$ cat src/rtl/rgbw_pkg.sv
// Shared constants for the RGBW PWM generator: default widths, channel indices
// and the per-channel phase offset helper.
package rgbw_pkg;
  localparam int PWM_W      = 8;
  localparam int PWM_PERIOD = 255;
  localparam int PWM_NCH    = 4;
  localparam int PWM_OFFSET = 64;

  localparam int CH_R = 0;
  localparam int CH_G = 1;
  localparam int CH_B = 2;
  localparam int CH_W = 3;

  // Reduced modulo the period so the channel needs only one conditional subtract.
  function automatic int phase_off(input int k, input int stagger,
                                   input int offset, input int period);
    return (stagger != 0) ? (k * offset) % period : 0;
  endfunction
endpackage

$ cat src/rtl/rgbw_pwm_channel.sv
// One PWM lane: modulo phase add of a fixed offset, duty compare, registered pin.
module rgbw_pwm_channel
  import rgbw_pkg::*;
#(
  parameter int W      = PWM_W,
  parameter int PH_OFF = 0
) (
  input  logic         clk,
  input  logic         reset,
  input  logic         enable,
  input  logic [W-1:0] cnt,
  input  logic [W-1:0] duty,
  output logic         pwm
);
  localparam int PERIOD = (1 << W) - 1;

  logic [W+1:0] ph_sum;
  logic [W+1:0] ph;

  always_comb begin
    ph_sum = {2'b00, cnt} + (W+2)'(PH_OFF);
    ph     = (ph_sum >= (W+2)'(PERIOD)) ? ph_sum - (W+2)'(PERIOD) : ph_sum;
  end

  always_ff @(posedge clk) begin
    if (!reset) pwm <= 1'b0;
    else        pwm <= enable & (ph < {2'b00, duty});
  end
endmodule

$ cat src/rtl/rgbw_pwm_gen.sv
// Four-channel RGBW PWM generator with double-buffered duties applied at the
// period wrap and optional per-channel phase staggering.
module rgbw_pwm_gen
  import rgbw_pkg::*;
#(
  parameter int W       = PWM_W,
  parameter int STAGGER = 1,
  parameter int OFFSET  = PWM_OFFSET
) (
  input  logic         clk,
  input  logic         reset,
  input  logic         tick,
  input  logic         enable,
  input  logic         load,
  input  logic [W-1:0] duty_r,
  input  logic [W-1:0] duty_g,
  input  logic [W-1:0] duty_b,
  input  logic [W-1:0] duty_w,
  output logic         pwm_r,
  output logic         pwm_g,
  output logic         pwm_b,
  output logic         pwm_w,
  output logic         period_start,
  output logic         pending
);
  localparam int PERIOD = (1 << W) - 1;

  logic [W-1:0]                  cnt;
  logic [PWM_NCH-1:0][W-1:0]     duty;
  logic [PWM_NCH-1:0][W-1:0]     shadow;
  logic [PWM_NCH-1:0][W-1:0]     active;
  logic [PWM_NCH-1:0]            pwm;
  logic                          wrap;

  assign duty[CH_R] = duty_r;
  assign duty[CH_G] = duty_g;
  assign duty[CH_B] = duty_b;
  assign duty[CH_W] = duty_w;

  assign wrap = enable & tick & (cnt == W'(PERIOD - 1));

  always_ff @(posedge clk) begin
    if (!reset) begin
      cnt          <= '0;
      shadow       <= '0;
      active       <= '0;
      pending      <= 1'b0;
      period_start <= 1'b0;
    end else begin
      period_start <= wrap;
      if (!enable) begin
        cnt <= '0;
        // Nothing is running, so a load goes straight to the active set.
        if (load) begin
          shadow  <= duty;
          active  <= duty;
          pending <= 1'b0;
        end
      end else begin
        if (tick) cnt <= wrap ? '0 : cnt + 1'b1;
        if (wrap && pending) active <= shadow;
        // A load on the wrap cycle lands after the old shadow has moved over.
        if (load) begin
          shadow  <= duty;
          pending <= 1'b1;
        end else if (wrap) begin
          pending <= 1'b0;
        end
      end
    end
  end

  for (genvar k = 0; k < PWM_NCH; k++) begin : g_ch
    rgbw_pwm_channel #(
      .W      (W),
      .PH_OFF (phase_off(k, STAGGER, OFFSET, PERIOD))
    ) u_ch (
      .clk    (clk),
      .reset  (reset),
      .enable (enable),
      .cnt    (cnt),
      .duty   (active[k]),
      .pwm    (pwm[k])
    );
  end

  assign pwm_r = pwm[CH_R];
  assign pwm_g = pwm[CH_G];
  assign pwm_b = pwm[CH_B];
  assign pwm_w = pwm[CH_W];
endmodule

$ cat config.mk
export PLATFORM = sky130hd
export DESIGN_NAME = rgbw_pwm_gen
export DESIGN_NICKNAME = d
export VERILOG_FILES = /design/src/rtl/rgbw_pkg.sv /design/src/rtl/rgbw_pwm_channel.sv /design/src/rtl/rgbw_pwm_gen.sv
export SDC_FILE = /design/constraint.sdc
export NUM_CORES = 1
export LEC_CHECK = 0
export ABC_AREA = 1
export CAP_MARGIN = 25
export CORE_ASPECT_RATIO = 1.75
export CORE_UTILIZATION = 45
export CTS_BUF_LIST = sky130_fd_sc_hd__clkbuf_16
export DETAILED_ROUTE_END_ITERATION = 10
export PLACE_DENSITY = 0.65
export REMOVE_ABC_BUFFERS = 1
export SLEW_MARGIN = 20
export SYNTH_ARGS = -nofsm -noshare
export SYNTH_HDL_FRONTEND = slang
export SYNTH_SLANG_ARGS = --single-unit
export TNS_END_PERCENT = 30
$ cat constraint.sdc
create_clock -name clk -period 3 [get_ports clk]
set_input_delay 0.45 -clock clk [delete_from_list [all_inputs] [get_ports clk]]
set_output_delay 0.45 -clock clk [all_outputs]
set_load 0.02 [all_outputs]
**After elaboration in Yosys (flattened, before gate mapping)**

Index checks and enable logic that the tools add are counted.

- Register bits after elaboration: 78
- Input bits: 37
- Logic and storage cells: 57
- Output and inout bits: 6

- Reduce and logical (&&, ||, !) cells: 6
- $add $sub $neg: 8
- Order comparisons: 8
- Bitwise gates (word level): 6
- Mux-type cells: 12
- Equality and inequality tests: 2

Operators with widths:

| operator | count |
|---|---|
| 32-bit 2-to-1 mux | 3 |
| 10-bit by 8-bit < comparator with 1-bit output | 4 |
| 10-bit 2-to-1 mux | 4 |
| 10-bit by 8-bit >= comparator with 1-bit output (second input constant) | 3 |
| 10-bit by 8-bit subtractor with 10-bit output (second input constant) | 3 |
| 8-bit by 8-bit adder with 9-bit output (second input constant) | 2 |
| 8-bit by 7-bit adder with 9-bit output (second input constant) | 1 |
| 8-bit by 8-bit subtractor with 9-bit output (second input constant) | 1 |
| 8-bit by 1-bit adder with 8-bit output (second input constant) | 1 |
| 8-bit == test (second input constant) | 1 |
| 8-bit >= comparator (second input constant) | 1 |
| 8-bit 2-to-1 mux | 1 |
| 1-bit bitwise AND | 6 |
| 2-bit AND reduction | 3 |
| 1-bit 2-to-1 mux | 4 |
| 2-bit nonzero test | 2 |
| 2-bit by 1-bit != test with 1-bit output (second input constant) | 1 |
| 1-bit logical AND | 1 |

**Logic depth before layout (Yosys ltp)**

Gate-level depths: netlist (run 1).

- Depth after elaboration: 5
- Depth in mapped cells: 18
- Gate-level depth less buffers: 17

**Modules after synthesis**

Synthesis (run 1) repeated with hierarchy kept, for this count alone.

- Cell total of the unflattened synthesis: 793
- Area, all modules: 5,203.7 um^2

Modules (own cells, without submodules):

| module | times used | cells an instance | area an instance (um^2) | sequential area each (um^2) |
|---|---|---|---|---|
| rgbw_pwm_gen | 1 | 485 | 3,319.4 | 1,481.4 |
| rgbw_pwm_channel (g_ch[2].u_ch) | 1 | 78 | 509.2 | 20.0 |
| rgbw_pwm_channel (g_ch[1].u_ch) | 1 | 83 | 508.0 | 20.0 |
| rgbw_pwm_channel (g_ch[3].u_ch) | 1 | 77 | 478.0 | 20.0 |
| rgbw_pwm_channel (g_ch[0].u_ch) | 1 | 70 | 389.1 | 20.0 |

**Worst setup path before layout (run 1)**

OpenSTA, ideal clock, no wires.

- Kind: register to register
- Start: register cnt[1]
- End: register g_ch[3].u_ch.pwm
- Stages on the path, launching flop included: 16
- Required time: 2,886 ps
- Period minus slack after synthesis: 2,426 ps
- Arrival time: 2,313 ps
- Slack: 574 ps
- Path through: dfxtp_1 -> ha_1 -> inv_1 -> nor2_4 -> nand2_1 -> nor2_1 -> inv_1 -> ha_1 -> buf_2 -> inv_1 -> o21ai_0 -> ha_1 -> a21oi_1 -> o21a_1 -> a21oi_1 -> nor2_1

- Word-level cells in the longest chain between the ends: 5

RTL lines:

| item | RTL line | source |
|---|---|---|
| from (decl) | rgbw_pwm_gen.sv:28 | `logic [W-1:0] cnt;` |
| from (signal assigned) | rgbw_pwm_gen.sv:60 | `if (tick) cnt <= wrap ? '0 : cnt + 1'b1;` |
| 8-bit by 8-bit adder with 9-bit output * | rgbw_pwm_channel.sv:21 | `ph_sum = {2'b00, cnt} + (W+2)'(PH_OFF);` |
| 10-bit by 8-bit subtractor with 10-bit output or 10-bit by 8-bit >= comparator with 1-bit output (tied branches) | rgbw_pwm_channel.sv:22 | `ph = (ph_sum >= (W+2)'(PERIOD)) ? ph_sum - (W+2)'(PERIOD) : ph_sum;` |
| 10-bit 2-to-1 mux * | rgbw_pwm_channel.sv:22 |  |
| 10-bit by 8-bit < comparator with 1-bit output * | rgbw_pwm_channel.sv:27 | `else pwm <= enable & (ph < {2'b00, duty});` |
| 1-bit bitwise AND * | rgbw_pwm_channel.sv:27 |  |
| to (signal assigned) | rgbw_pwm_channel.sv:27 |  |
| to (decl) | rgbw_pwm_channel.sv:13 | `output logic pwm` |

Mark *: on every way between the ends. The rest lies on a longest branch, timed or not.
A chain may end at the register's enable or synchronous reset.

**Final worst setup path (run 1)**

- Start: register cnt[0]
- End: register g_ch[1].u_ch.pwm

- Word-level cells in the longest chain between the ends: 5

RTL lines:

| item | RTL line |
|---|---|
| 8-bit by 7-bit adder with 9-bit output * | rgbw_pwm_channel.sv:21 |
| 10-bit by 8-bit subtractor with 10-bit output or 10-bit by 8-bit >= comparator with 1-bit output (tied branches) | rgbw_pwm_channel.sv:22 |
| 10-bit 2-to-1 mux * | rgbw_pwm_channel.sv:22 |
| 10-bit by 8-bit < comparator with 1-bit output * | rgbw_pwm_channel.sv:27 |
| 1-bit bitwise AND * | rgbw_pwm_channel.sv:27 |
| to (signal assigned) | rgbw_pwm_channel.sv:27 |
| to (decl) | rgbw_pwm_channel.sv:13 |

Marks and branches as above.

==> results of run 1 <==
## worst max-delay path, stage by stage, from the launching register on
cell	delay [ns]
sky130_fd_sc_hd__dfxtp_1	0.33
sky130_fd_sc_hd__ha_1	0.21
sky130_fd_sc_hd__inv_1	0.09
sky130_fd_sc_hd__nor2_4	0.21
sky130_fd_sc_hd__nand2_1	0.14
sky130_fd_sc_hd__inv_1	0.07
sky130_fd_sc_hd__nand2_1	0.07
sky130_fd_sc_hd__ha_1	0.29
sky130_fd_sc_hd__inv_2	0.15
sky130_fd_sc_hd__nand2_1	0.06
sky130_fd_sc_hd__o21ai_0	0.11
sky130_fd_sc_hd__ha_1	0.27
sky130_fd_sc_hd__a21oi_1	0.15
sky130_fd_sc_hd__nor3_1	0.06
sky130_fd_sc_hd__nor3_1	0.13
sky130_fd_sc_hd__a21oi_1	0.08
sky130_fd_sc_hd__nor2_1	0.09
## cells by family after synthesis
kind of cell | Yosys count | synth area share
AOI/OAI and AO/OA | 184 | 0.206
and+or+nand+nor | 224 | 0.206
xor gates and xnor gates | 7 | 0.0135
adders and majority gates | 39 | 0.108
DFF | 78 | 0.344
buffers and inverters | 129 | 0.123
## state kept, by name, indices dropped and copies added (netlist names)
name           count
g_ch.u_ch.pwm      4
shadow            32
period_start       1
pending            1
active            32
cnt                8
## through the flow
| stage | power [mW] | setup WS [ns] | util |
|---|---|---|---|
| CTS | 2.62 | 0.357 | 0.539 |
| global route | 2.72 | 0.0513 | 0.539 |
| floorplan | 1.30 | 0.568 | - |
| finish | 2.60 | 0.420 | 0.539 |
| detailed placement | 1.44 | 0.382 | 0.506 |
| global placement | 1.43 | 0.479 | 0.506 |
## layer usage
layer | vias to the layer above | routed length (µm) | track usage
met5 | - | 0 | 0
met4 | 0 | 211 | 0.0813
met3 | 20 | 270 | 0.0304
met2 | 59 | 5620 | 0.402
met1 | 1825 | 4970 | 0.274
li1 | 2180 | - | -
## Yosys cell counts, types with 4 or more instances
cell type / n / area [µm²]
sky130_fd_sc_hd__nand2_1: 110 / 413
sky130_fd_sc_hd__a21oi_1: 57 / 285
sky130_fd_sc_hd__dfxtp_1: 78 / 1560
sky130_fd_sc_hd__clkbuf_1: 19 / 71.3
sky130_fd_sc_hd__nor2_2: 9 / 56.3
sky130_fd_sc_hd__nor3_1: 6 / 30.0
sky130_fd_sc_hd__nand3_1: 12 / 60.1
sky130_fd_sc_hd__o21ai_0: 118 / 591
sky130_fd_sc_hd__ha_1: 39 / 488
sky130_fd_sc_hd__inv_1: 93 / 349
sky130_fd_sc_hd__xor2_1: 7 / 61.3
sky130_fd_sc_hd__buf_2: 4 / 20.0
sky130_fd_sc_hd__buf_6: 7 / 78.8
sky130_fd_sc_hd__o21ai_1: 4 / 20.0
sky130_fd_sc_hd__nor2_1: 76 / 285
## power by group
group | total, mW | leakage (nW) | switching (mW) | internal, mW
Combinational | 0.292 | 1.59 | 0.168 | 0.124
Clock | 1.18 | 0.152 | 0.453 | 0.731
Sequential | 1.13 | 0.644 | 0.0278 | 1.10
Total | 2.60 | 2.39 | 0.649 | 1.95
## worst min-delay path by stage
stage / from / to / cells past startpoint
final: active[27] / active[27] / 2
after global routing: active[27] / active[27] / 2
after CTS: active[27] / active[27] / 2
after detailed placement: active[27] / active[27] / 2
after global placement: active[27] / active[27] / 2
after floorplan: active[10] / active[10] / 2
## layout make-up
cell class	count	area [µm²]
Clock buffer	9	225
Clock inverter	7	97.6
Fill cell	990	4540
Inverter	96	363
Multi-Input combinational cell	454	2420
Sequential cell	78	1560
Tap cell	125	156
Timing Repair Buffer	53	488
## repair_timing
item,4_1_cts,5_1_grt
endpoints found under the setup margin,0,1
gates resized for setup,0,1
setup buffers,0,0
==> impl_metrics.ini, run 1 <==
[layout]
instances_no_fill = 822
stdcell_area_um2 = 5310
nNetsFinal = 768
layout-area-overhead-vs-synth_pct = 17.0
mostFrequentLayoutCells = 118 x sky130_fd_sc_hd__o21ai_0, 110 x sky130_fd_sc_hd__nand2_1, 92 x sky130_fd_sc_hd__inv_1
share_of_post_route_cells_with_drive_strength_above_1 = 0.0703
n_antenna_cell = 0
layout.cells.most_common = sky130_fd_sc_hd__o21ai_0

[synthesis]
ys_seq_elements = 78
post_synth_inst_count = 661
synth_enable_flop_cells = 0
synth_flop_cell = sky130_fd_sc_hd__dfxtp_1
synth_async_sr_flop_share = 0
ys_warn_count = 0
yosysSeqAreaShare = 0.344
synth_cell_types = 30
synth.avg_cell_area_um2 = 6.86
syn_area_um2 = 4540

[clock_network]
max-clock-path-buffers = 2
tritoncts = yes
cts_inserted_buffers = 9
path_clk_slew_ns = 0.06
cts.hold.buffers_added = 0
later_pin_clock_latency_in_the_skew_report_ns = 0.34
cts_root_buffer = sky130_fd_sc_hd__clkbuf_16
maximum_level_of_the_cts_h_tree = 3
clock-sinks = 78

[worst_setup_path]
critPathCaptureType = register
r2r.worst_path.cells = 16
worst_ep_required_time_ns = 3.27
endpoint = g_ch[1].u_ch.pwm
reg2reg_to = g_ch[1].u_ch.pwm
startpoint = cnt[0]
crit_path_arrival_time_ns = 2.85
worst-setup-path-type = register to register
timing.critical_path.from_type = register
crit_fanout = 9
worst_reg2reg_setup_slack_ns = 0.42
critical_path.reg2reg.startpoint = cnt[0]

[place]
placed_cells = 806
total_half_perimeter_wirelength_after_legalization_and_detailed_placement_um = 7850
place.gp.congestion = 0.915
placed_cell_area_um2 = 4990
portBuffers = 42

[floorplan]
effective_utilization_at_floorplan = 0.460
chipWidth_um = 77.9
num_io_pins = 43
core-area_um2 = 9850
floorplan.die_area_um2 = 10500
die_height_um = 135
rows = 48

[detailed_routing]
detail_route.wl_per_cell_um = 13.5
vias = 4084
vias_per_cell = 4.97
antenna_violating_nets_left = 0
detail_route.first_pass.iterations = 5
drc = 0
drt_iter0_markers = 214
detail_route.wirelength_um = 11100

[power]
vdd_drop_max_mv = 0.286
power.density_cell_area_nw_per_um2 = 490
power.leakage_nw = 2.39

[sta]
max_slew.worst_pin.slew_ns = 0.591
timing.fmax_mhz = 388
holdWs_ns = 0.496
setup_viol_count_final = 0
slew_headroom = 0.605
timing.clock.skew_ns = 0.00857
slew_violations = 0
period_needed_ns = 2.58
period_share = 0.860
finalHoldViolCount = 0
unrepaired_setup_endpoints_after_global_routing = no
fin_setup_tns_ns = 0

[global_routing]
grt_pass1_wl_um = 18300
first_global_vias = 3762
globalRouteTotalUtil = 0.225
antenna_found_initial = 0
grt_remaining_overflow = 0
grt_max_degree = 66

[status]
outcome = completed

[min_path]
timing.hold.worst.class = register to register

[job]
max_capacitance_violation_count = 0
No activity file was read; power rests on OpenSTA's default activity.
==> run 2, diff against run 1 <==
--- a/config.mk
+++ b/config.mk
@@ -8,10 +8,12 @@
 export ABC_AREA = 1
 export CAP_MARGIN = 25
 export CORE_ASPECT_RATIO = 1.75
-export CORE_UTILIZATION = 45
+export CORE_MARGIN = 2
+export CORE_UTILIZATION = 58
 export CTS_BUF_LIST = sky130_fd_sc_hd__clkbuf_16
+export CTS_CLUSTER_DIAMETER = 100
 export DETAILED_ROUTE_END_ITERATION = 10
-export PLACE_DENSITY = 0.65
+export PLACE_DENSITY = 0.81
 export REMOVE_ABC_BUFFERS = 1
 export SLEW_MARGIN = 20
 export SYNTH_ARGS = -nofsm -noshare
==> impl_metrics.ini, run 2 (synthesized netlist as in run 1, its figures left out) <==
[status]
outcome = completed

[floorplan]
chipWidth_um = 70.8
num_io_pins = 43
rows = 42
floorplan.die_area_um2 = 8570
core-area_um2 = 7570
effective_utilization_at_floorplan = 0.599
die_height_um = 121

[power]
power.density_cell_area_nw_per_um2 = 488
power_switching_share = 0.243
clkPwrFrac = 0.447
comb_power_share = 0.114
power.leakage_nw = 2.39
power.share.sequential = 0.439
power_switching_uw = 624
vdd_drop_max_mv = 0.368
power_report.internal_total_mw = 1.95
finalPower_mw = 2.57

[worst_setup_path]
crit_path_arrival_time_ns = 2.95
critical_path.max_stage_delay_ns = 0.42
critPathCaptureType = register
timing.critical_path.from_type = register
worst_ep_required_time_ns = 3.23
crit_fanout = 10
worst-setup-path-type = register to register
path_cells = clkinv_1, ha_1, inv_1, nor2_1, inv_1, ha_1, inv_1, nand2_1, o21ai_0, ha_1, nand2_1, o21a_1, a21oi_1, nor2_1
max_stage_delay_cell_worst_path = sky130_fd_sc_hd__dfxtp_1

[detailed_routing]
drt_iter0_markers = 169
vias_per_cell = 5.31
detail_route.first_pass.iterations = 5
drc = 0
vias = 4172
detail_route.wl_per_cell_um = 13.7
detail_route.wirelength_um = 10700
antenna_violating_nets_left = 0

[job]
max_capacitance_violation_count = 0

[global_routing]
grt_max_degree = 66
first_global_vias = 4018
globalRouteTotalUtil = 0.262
grt_remaining_overflow = 0
antenna_found_initial = 0
grt_pass1_wl_um = 17700

[layout]
mostFrequentLayoutCells = 118 x sky130_fd_sc_hd__o21ai_0, 110 x sky130_fd_sc_hd__nand2_1, 94 x sky130_fd_sc_hd__inv_1
n_antenna_cell = 0
layout-area-overhead-vs-synth_pct = 16.1
share_of_post_route_cells_with_drive_strength_above_1 = 0.0659
layout.cells.most_common = sky130_fd_sc_hd__o21ai_0
nNetsFinal = 769
layout.core_utilization = 0.696
top_regs = active (32), shadow (32), cnt (8)
stdcell_area_um2 = 5270

[clock_network]
cts_resized = 0
postCtsSetupBuffers = 0
clock-sinks = 78
cts_root_buffer = sky130_fd_sc_hd__clkbuf_16
cts_inserted_buffers = 9
max-clock-path-buffers = 2
maximum_level_of_the_cts_h_tree = 3
path_clk_slew_ns = 0.06
later_pin_clock_latency_in_the_skew_report_ns = 0.34
tritoncts = yes
cts.hold.buffers_added = 0

[sta]
finalHoldViolCount = 0
max_slew.worst_pin.slew_ns = 0.579
setup_viol_count_final = 0
period_needed_ns = 2.71
unrepaired_setup_endpoints_after_global_routing = no
fin_setup_tns_ns = 0
timing.clock.skew_ns = 0.00644
slew_violations = 0
slew_headroom = 0.613
timing.fmax_mhz = 369
period_share = 0.904

[place]
place.gp.congestion = 0.925
placed_cell_area_um2 = 4950
total_half_perimeter_wirelength_after_legalization_and_detailed_placement_um = 7700
portBuffers = 42

[min_path]
timing.hold.worst.class = register to register
==> run 2: final timing paths <==
path,slack [ns],end,start,depth (start not counted)
hold / removal,0.50,active[27],active[27],2
setup reg to reg,0.29,g_ch[3].u_ch.pwm,cnt[6],14
hold reg to reg,0.50,active[27],active[27],2
setup / recovery,0.29,g_ch[3].u_ch.pwm,cnt[6],14
==> run 2: power groups by stage <==
| stage | Sequential [mW] | Clock, mW | Combinational, mW |
|---|---|---|---|
| CTS | 1.13 | 1.15 | 0.296 |
| detailed placement | 1.15 | 0 | 0.293 |
| finish | 1.13 | 1.15 | 0.293 |
| global route | 1.13 | 1.20 | 0.338 |
| global placement | 1.15 | 0 | 0.281 |
| floorplan | 1.15 | 0 | 0.158 |
==> run 2: final cells by class <==
class | instances | area [µm²]
clock buffer | 9 | 225
clock inverter | 7 | 90.1
fill | 645 | 2300
inverter | 96 | 363
multi-input combinational | 454 | 2420
sequential | 78 | 1560
tap | 88 | 110
timing repair buffer | 54 | 500
==> run 2: worst max-delay path: cells and delay by family (launching register included) <==
family,cells,cell delay (ns)
adders and majority gates,3,0.88
DFF,1,0.42
and+or+nand+nor,4,0.29
buffers and inverters,4,0.55
AOI/OAI and AO/OA,3,0.46
==> run 2: metrics by stage <==
stage | hold slack, ns | std cells | setup WS [ns]
6_report | 0.505 | 786 | 0.288
5_1_grt | 0.542 | 786 | 0.00480
4_1_cts | 0.507 | 786 | 0.334
3_3_place_gp | 0.478 | 770 | 0.504
2_1_floorplan | 0.465 | 628 | 0.568
3_5_place_dp | 0.489 | 770 | 0.363
==> run 2: metal layers <==
| layer | part of all wire | routed length, µm | GRT usage |
|---|---|---|---|
| met1 | 0.41 | 4400 | 0.286 |
| met2 | 0.52 | 5540 | 0.471 |
| met3 | 0.043 | 466 | 0.0465 |
| met4 | 0.032 | 348 | 0.140 |
| met5 | 0 | 0 | 0 |
==> edit 1, RTL diff (flow settings as in run 2) <==
Compare `cnt` against `W'(PERIOD - 1)` with >= in place of ==.
--- a/src/rtl/rgbw_pwm_gen.sv
+++ b/src/rtl/rgbw_pwm_gen.sv
@@ -37,7 +37,7 @@
   assign duty[CH_B] = duty_b;
   assign duty[CH_W] = duty_w;
 
-  assign wrap = enable & tick & (cnt == W'(PERIOD - 1));
+  assign wrap = enable & tick & (cnt >= W'(PERIOD - 1));
 
   always_ff @(posedge clk) begin
     if (!reset) begin
Behaviour: same outputs for any inputs over 4 cycles, from zero or initial values and one cycle with reset low; that may be too few to reach the edited logic, so the function may still have changed.
==> edit 1 against run 2 <==
- area after synthesis shrank 3.3%
- power shrank 0.75%
- sequential cell count is the same
- synthesized cell count shrank 4.5%
- worst hold slack lost 0.018 ns
- design area shrank 2.0%
- wire length shrank 2.7%
- setup slack lost 0.022 ns
- critical path type unchanged
- largest cell class unchanged
==> edit 1: results (changes against run 2) <==
- The run finished with clean final reports.
- The number of detailed-routing iterations run before antenna repair is 4 (-1).
- The timing-limited maximum frequency is 366 MHz (-0.81%).
- The ratio of routed vias to standard cells was 5.37 (+1.2%).
- The leakage component of the power came to 2.33 nW (-2.6%).
- The share of post-route cells with drive strength above 1 is 4.93% (-1.7 points).
- The worst clock skew was 0.00614 ns (-0.000291 ns).
- The overall routing resource usage is 26.9% (+0.63 points).
- The routability congestion estimate is 0.932 (+0.76%).
- The layout net count is 740 (-3.8%).
- The DRC violation total after the first TritonRoute iteration is 177 (+4.7%).
- The arrival time at the worst endpoint is 2.97 ns (+0.02 ns).
- The worst-case register-to-register setup slack is 0.27 ns (-0.02 ns).
- The distinct cell type count after synthesis is 27 (-10%).
- The sequential cell area fraction in the yosys report was 35.6% (+1.2 points).
- The placed wire-length estimate is 7.49 mm (-2.7%).
- After synthesis, the most frequently instantiated cells are a21oi_1 (118), inv_1 (95), dfxtp_1 (78), nand2_1 (78), o21ai_0 (62).
- The pin count of the biggest net entering global routing is 67 (+1.5%).
- The fill cell instance count of the final layout is 674 (+4.5%).
- The number of non-filler instances in the completed layout is 757 (-3.7%).
- The prevailing post-synth register cell is dfxtp_1.
- The average footprint of a synthesized cell is 6.95 sq um (+1.3%).
- The worst-case vdd ir drop came to 0.453 mV (+23%).
- The headroom to the max-slew limit was 36.5% (-25 points).
- Yosys attributes the largest share of cell area to dfxtp_1 (36%), a21oi_1 (13%), ha_1 (11%), inv_1 (8.1%), o21ai_0 (7.1%).
- The global-route wire length before repair was 17.8 mm (+0.47%).
- The count of cells along the worst register-to-register path was 15 (+1).
- The biggest cell delay along the critical path is 0.44 ns (+0.02 ns).
- The detail-routed net length per standard cell came to 13.8 microns (+1.0%).
- The via count of the first global-routing pass is 3932 (-2.1%).
- The worst slack at placement was 0.341 ns (-0.0214 ns).
## edit 1: cell types whose count changed in the layout (fill, tap and decap cells not counted), moves of 2 or more
cell	change
clkinv_1	+3
clkinvlp_4	-3
nand2_1	-32
nor3_1	+2
nand3_1	+3
nor3_2	-2
o21ai_1	+24
nor2_1	-22
nor2_2	-8
o21ai_0	-56
a21oi_1	+61
## edit 1: area by class of cell
cell class | count | area (sq um) | area share, %
Clock buffer | 9 | 225 | 4.36
Multi-Input combinational cell | 423 | 2310 | 44.7
Timing Repair Buffer | 55 | 515 | 9.98
Clock inverter | 7 | 80.1 | 1.55
Sequential cell | 78 | 1560 | 30.2
Tap cell | 88 | 110 | 2.13
Inverter | 97 | 364 | 7.05
## edit 1: critical path, delay by kind of cell, from the launching register on
family | cells | cell delay, ns
buffers and inverters | 5 | 0.58
flip-flops | 1 | 0.44
adder cells (fa/ha/maj) | 3 | 0.81
AND/OR/NAND/NOR | 4 | 0.46
AO/OA/AOI/OAI | 3 | 0.36
## edit 1: power by group
group          internal [mW]  switching [mW]
combinational          0.128           0.166
sequential              1.10          0.0299
clock                  0.715           0.413
## edit 1: timing repair
| item | CTS | global route |
|---|---|---|
| gates resized for setup | 0 | 1 |
| buffers inserted | 0 | 0 |
| setup endpoints to repair | 0 | 1 |
## edit 1: per-layer routing
layer / wire (microns) / up-vias / GRT usage (%)
met3: 337 / 24 / 4.15
met1: 4380 / 1841 / 31.2
met2: 5480 / 67 / 48.1
met4: 253 / 0 / 11.8
met5: 0 / - / 0
li1: - / 2133 / -
## edit 1: cell families (layout without fill, tap and decap cells)
group / after synthesis / in the layout / synth area share, %
AOI/OAI and AO/OA: 214 / 214 / 24.8
and+or+nand+nor: 164 / 164 / 15.3
buffers and inverters: 130 / 168 / 12.0
DFF: 78 / 78 / 35.6
adders and majority gates: 39 / 39 / 11.1
xor gates and xnor gates: 6 / 6 / 1.20
## edit 1: worst min-delay path by stage
stage	endpoint	slack (ns)	cells after the start	startpoint
2_1_floorplan	shadow[0]	0.49	2	shadow[0]
3_3_place_gp	pending	0.47	2	pending
3_5_place_dp	pending	0.47	2	pending
4_1_cts	pending	0.48	2	pending
5_1_grt	pending	0.52	2	pending
6_report	pending	0.49	2	pending
## edit 1: per-stage QoR
| step | power (mW) | hold WS (ns) | instance area [sq um] | utilization, % |
|---|---|---|---|---|
| 6_report | 2.55 | 0.487 | 5160 | 69.2 |
| 4_1_cts | 2.57 | 0.484 | 5160 | 69.2 |
| 2_1_floorplan | 1.30 | 0.490 | 4230 | - |
| 3_5_place_dp | 1.44 | 0.474 | 4860 | 65.1 |
| 5_1_grt | 2.66 | 0.524 | 5160 | 69.2 |
| 3_3_place_gp | 1.43 | 0.467 | 4860 | 65.1 |
==> edit 2, RTL diff (flow settings as in run 2) <==
Without the edit above. Remove the register `period_start`: a continuous assignment takes its place, so the output `period_start` follows one clock earlier.
--- a/src/rtl/rgbw_pwm_gen.sv
+++ b/src/rtl/rgbw_pwm_gen.sv
@@ -45,9 +45,7 @@
       shadow       <= '0;
       active       <= '0;
       pending      <= 1'b0;
-      period_start <= 1'b0;
     end else begin
-      period_start <= wrap;
       if (!enable) begin
         cnt <= '0;
         // Nothing is running, so a load goes straight to the active set.
@@ -70,6 +68,8 @@
     end
   end
 
+  assign period_start = wrap;
+
   for (genvar k = 0; k < PWM_NCH; k++) begin : g_ch
     rgbw_pwm_channel #(
       .W      (W),
Formal check against the unedited RTL: same outputs for any inputs over 4 cycles, from zero or initial values and one cycle with reset low; that may be too few to reach the edited logic, so the function may still have changed.
==> edit 2 against run 2 <==
- power decreased by 3.5%
- combinational power increased by 4%
- highest routed layer unchanged
- critical path depth increased by 1
- synthesized cell count decreased by 0.30%
- clock power decreased by 8%
- sequential cell count decreased by 1
- final cell count decreased by 0.25%
- area after synthesis increased by 1.8%
- largest cell class unchanged
- critical path type unchanged
- core utilization decreased by 2.0 points
- design area increased by 0.19%
- setup slack got worse by 0.027 ns
- die area increased by 1.7%
- wire length decreased by 4.5%
==> edit 2: results (changes against run 2) <==
- The flow ran to the end, and the final reports show no timing, DRC or antenna violations.
- The number of levels the H-tree was split into is 3 (unchanged).
- The number of warnings issued by yosys is 0 (unchanged).
- In the final layout, the registers with the most flip-flops are active: 32 flops, shadow: 32 flops, cnt: 8 flops.
- The routability congestion estimate is 0.939 (+1.5%).
- The share of flip-flops with an asynchronous set or reset after synthesis is 0% (unchanged).
- The count of cells along the worst register-to-register path is 15 (+1).
- The DRC violation total after the first TritonRoute iteration is 239 (+41%).
- The overall routing resource usage is 25.8% (-0.48 points).
- The tree is rooted in a clkbuf_16.
- The total wire length after detailed routing is 10.3 mm (-4.5%).
- The worst hold path begins at load.
- The placed wire-length estimate is 7.25 mm (-5.8%).
- The cell depth of the worst hold path is 3 (+1).
- The clock latency on the worst-skew pair was 0.34 ns (about the same).
- The worst clock skew is 0.00401 ns (-0.00243 ns).
- In the post-synthesis netlist, the biggest area contributors are dfxtp_1 (33%), ha_1 (11%), o21ai_0 (9.8%), nand2_1 (9.1%), inv_1 (7.4%).
- The port buffer count was 42 (unchanged).
- The total via count in the routed design was 4096 (-1.8%).
- The largest fanout on the critical path is 9 (-1).
- The antenna diode count was 0 (unchanged).
- In this run the critical register-to-register path is captured at g_ch[1].u_ch.pwm.
- The global-route wire length before repair was 17.8 mm (+0.47%).
- The number of non-filler instances in the completed layout is 784 (-0.25%).
- The number of antenna violations at the first check in global routing is 0 (unchanged).
- The worst-case vdd ir drop is 0.383 mV (+4.1%).
- The post-placement cell area was 0.00498 sq mm (+0.63%).
- The cell with the biggest individual delay on the critical path is dfxtp_1.
- The number of detailed-routing iterations run before antenna repair came to 5 (unchanged).
- Ranked by instance count, the synthesized netlist is headed by nand2_1 (112), inv_1 (91), o21ai_0 (90).
- The distinct cell type count after synthesis is 33 (+10%).
- The headroom to the max-slew limit is 59.7% (-1.5 points).
- The total overflow reported by the global router was 0 (unchanged).
- The number of enable-type register cells in the synthesized netlist is 0 (unchanged).
- The clock-pin slew on the worst setup and hold paths is 0.06 ns (about the same).
- The share of post-route cells with drive strength above 1 is 9.94% (+3.4 points).
- The pin count of the biggest net entering global routing was 67 (+1.5%).
- The via count of the first global-routing pass is 4000 (-0.45%).
- The sequential cell area fraction in the yosys report was 33.4% (-1.0 points).
- The total clock buffers created by CTS is 9 (unchanged).
- The average footprint of a synthesized cell is 7.01 sq um (+2.1%).
- The maximum count of clock buffers along a single path was 2 (unchanged).
- The layout net count came to 765 (-0.52%).
- The worst hold path belongs to the class primary input to flop.
- The biggest cell delay along the critical path is 0.34 ns (-0.08 ns).
- The cell family contributing the most delay on the critical path is adder cells.
- The endpoint of the worst hold-timing path is pending.
- The worst-case register-to-register setup slack came to 0.26 ns (-0.03 ns).
- The startpoint of the worst-slack reg-to-reg timing path is cnt[0].
- The leakage component of the power is 2.40 nW (+0.32%).
==> edit 2: routing by layer <==
layer  GRT usage (%)  up-vias  share of wire, %
li1                -     2173                 -
met1            30.0     1821                42
met2            45.3       77                51
met3            3.14       25               3.8
met4            13.4        0               3.1
met5               0        -                 0
==> edit 2: worst max-delay path by stage <==
stage / startpoint / to
2_1_floorplan: cnt[0] / g_ch[3].u_ch.pwm
3_3_place_gp: cnt[0] / g_ch[1].u_ch.pwm
6_report: cnt[0] / g_ch[1].u_ch.pwm
4_1_cts: cnt[7] / g_ch[2].u_ch.pwm
3_5_place_dp: cnt[7] / g_ch[2].u_ch.pwm
5_1_grt: cnt[1] / g_ch[1].u_ch.pwm
==> edit 2: power breakdown <==
group	internal, mW	switching (mW)
sequential	1.09	0.0293
clock	0.637	0.425
combinational	0.129	0.175
==> edit 2: logic make-up after synthesis <==
kind of cell | after synthesis | share of synthesized area (%)
and+or+nand+nor | 224 | 21.7
buffers and inverters | 128 | 12.8
DFF | 77 | 33.4
adders and majority gates | 39 | 10.6
AOI/OAI and AO/OA | 184 | 20.2
xor gates and xnor gates | 7 | 1.33
==> edit 2: final cells by class <==
type | instances | area [sq um]
clock inverter | 7 | 66.3
timing repair buffer | 52 | 480
fill | 697 | 2520
inverter | 95 | 364
sequential | 77 | 1540
tap | 90 | 113
multi-input combinational | 454 | 2490
clock buffer | 9 | 225
==> edit 2: what timing repair did <==
action                                  CTS  global route
setup buffers                             0             0
endpoints found under the setup margin    0             1
gates resized for setup                   0             1
==> edit 2: stage by stage <==
step,setup slack (ns),hold slack [ns]
2_1_floorplan,0.561,0.465
4_1_cts,0.255,0.439
3_5_place_dp,0.302,0.484
3_3_place_gp,0.364,0.479
6_report,0.261,0.441
5_1_grt,0.0173,0.446
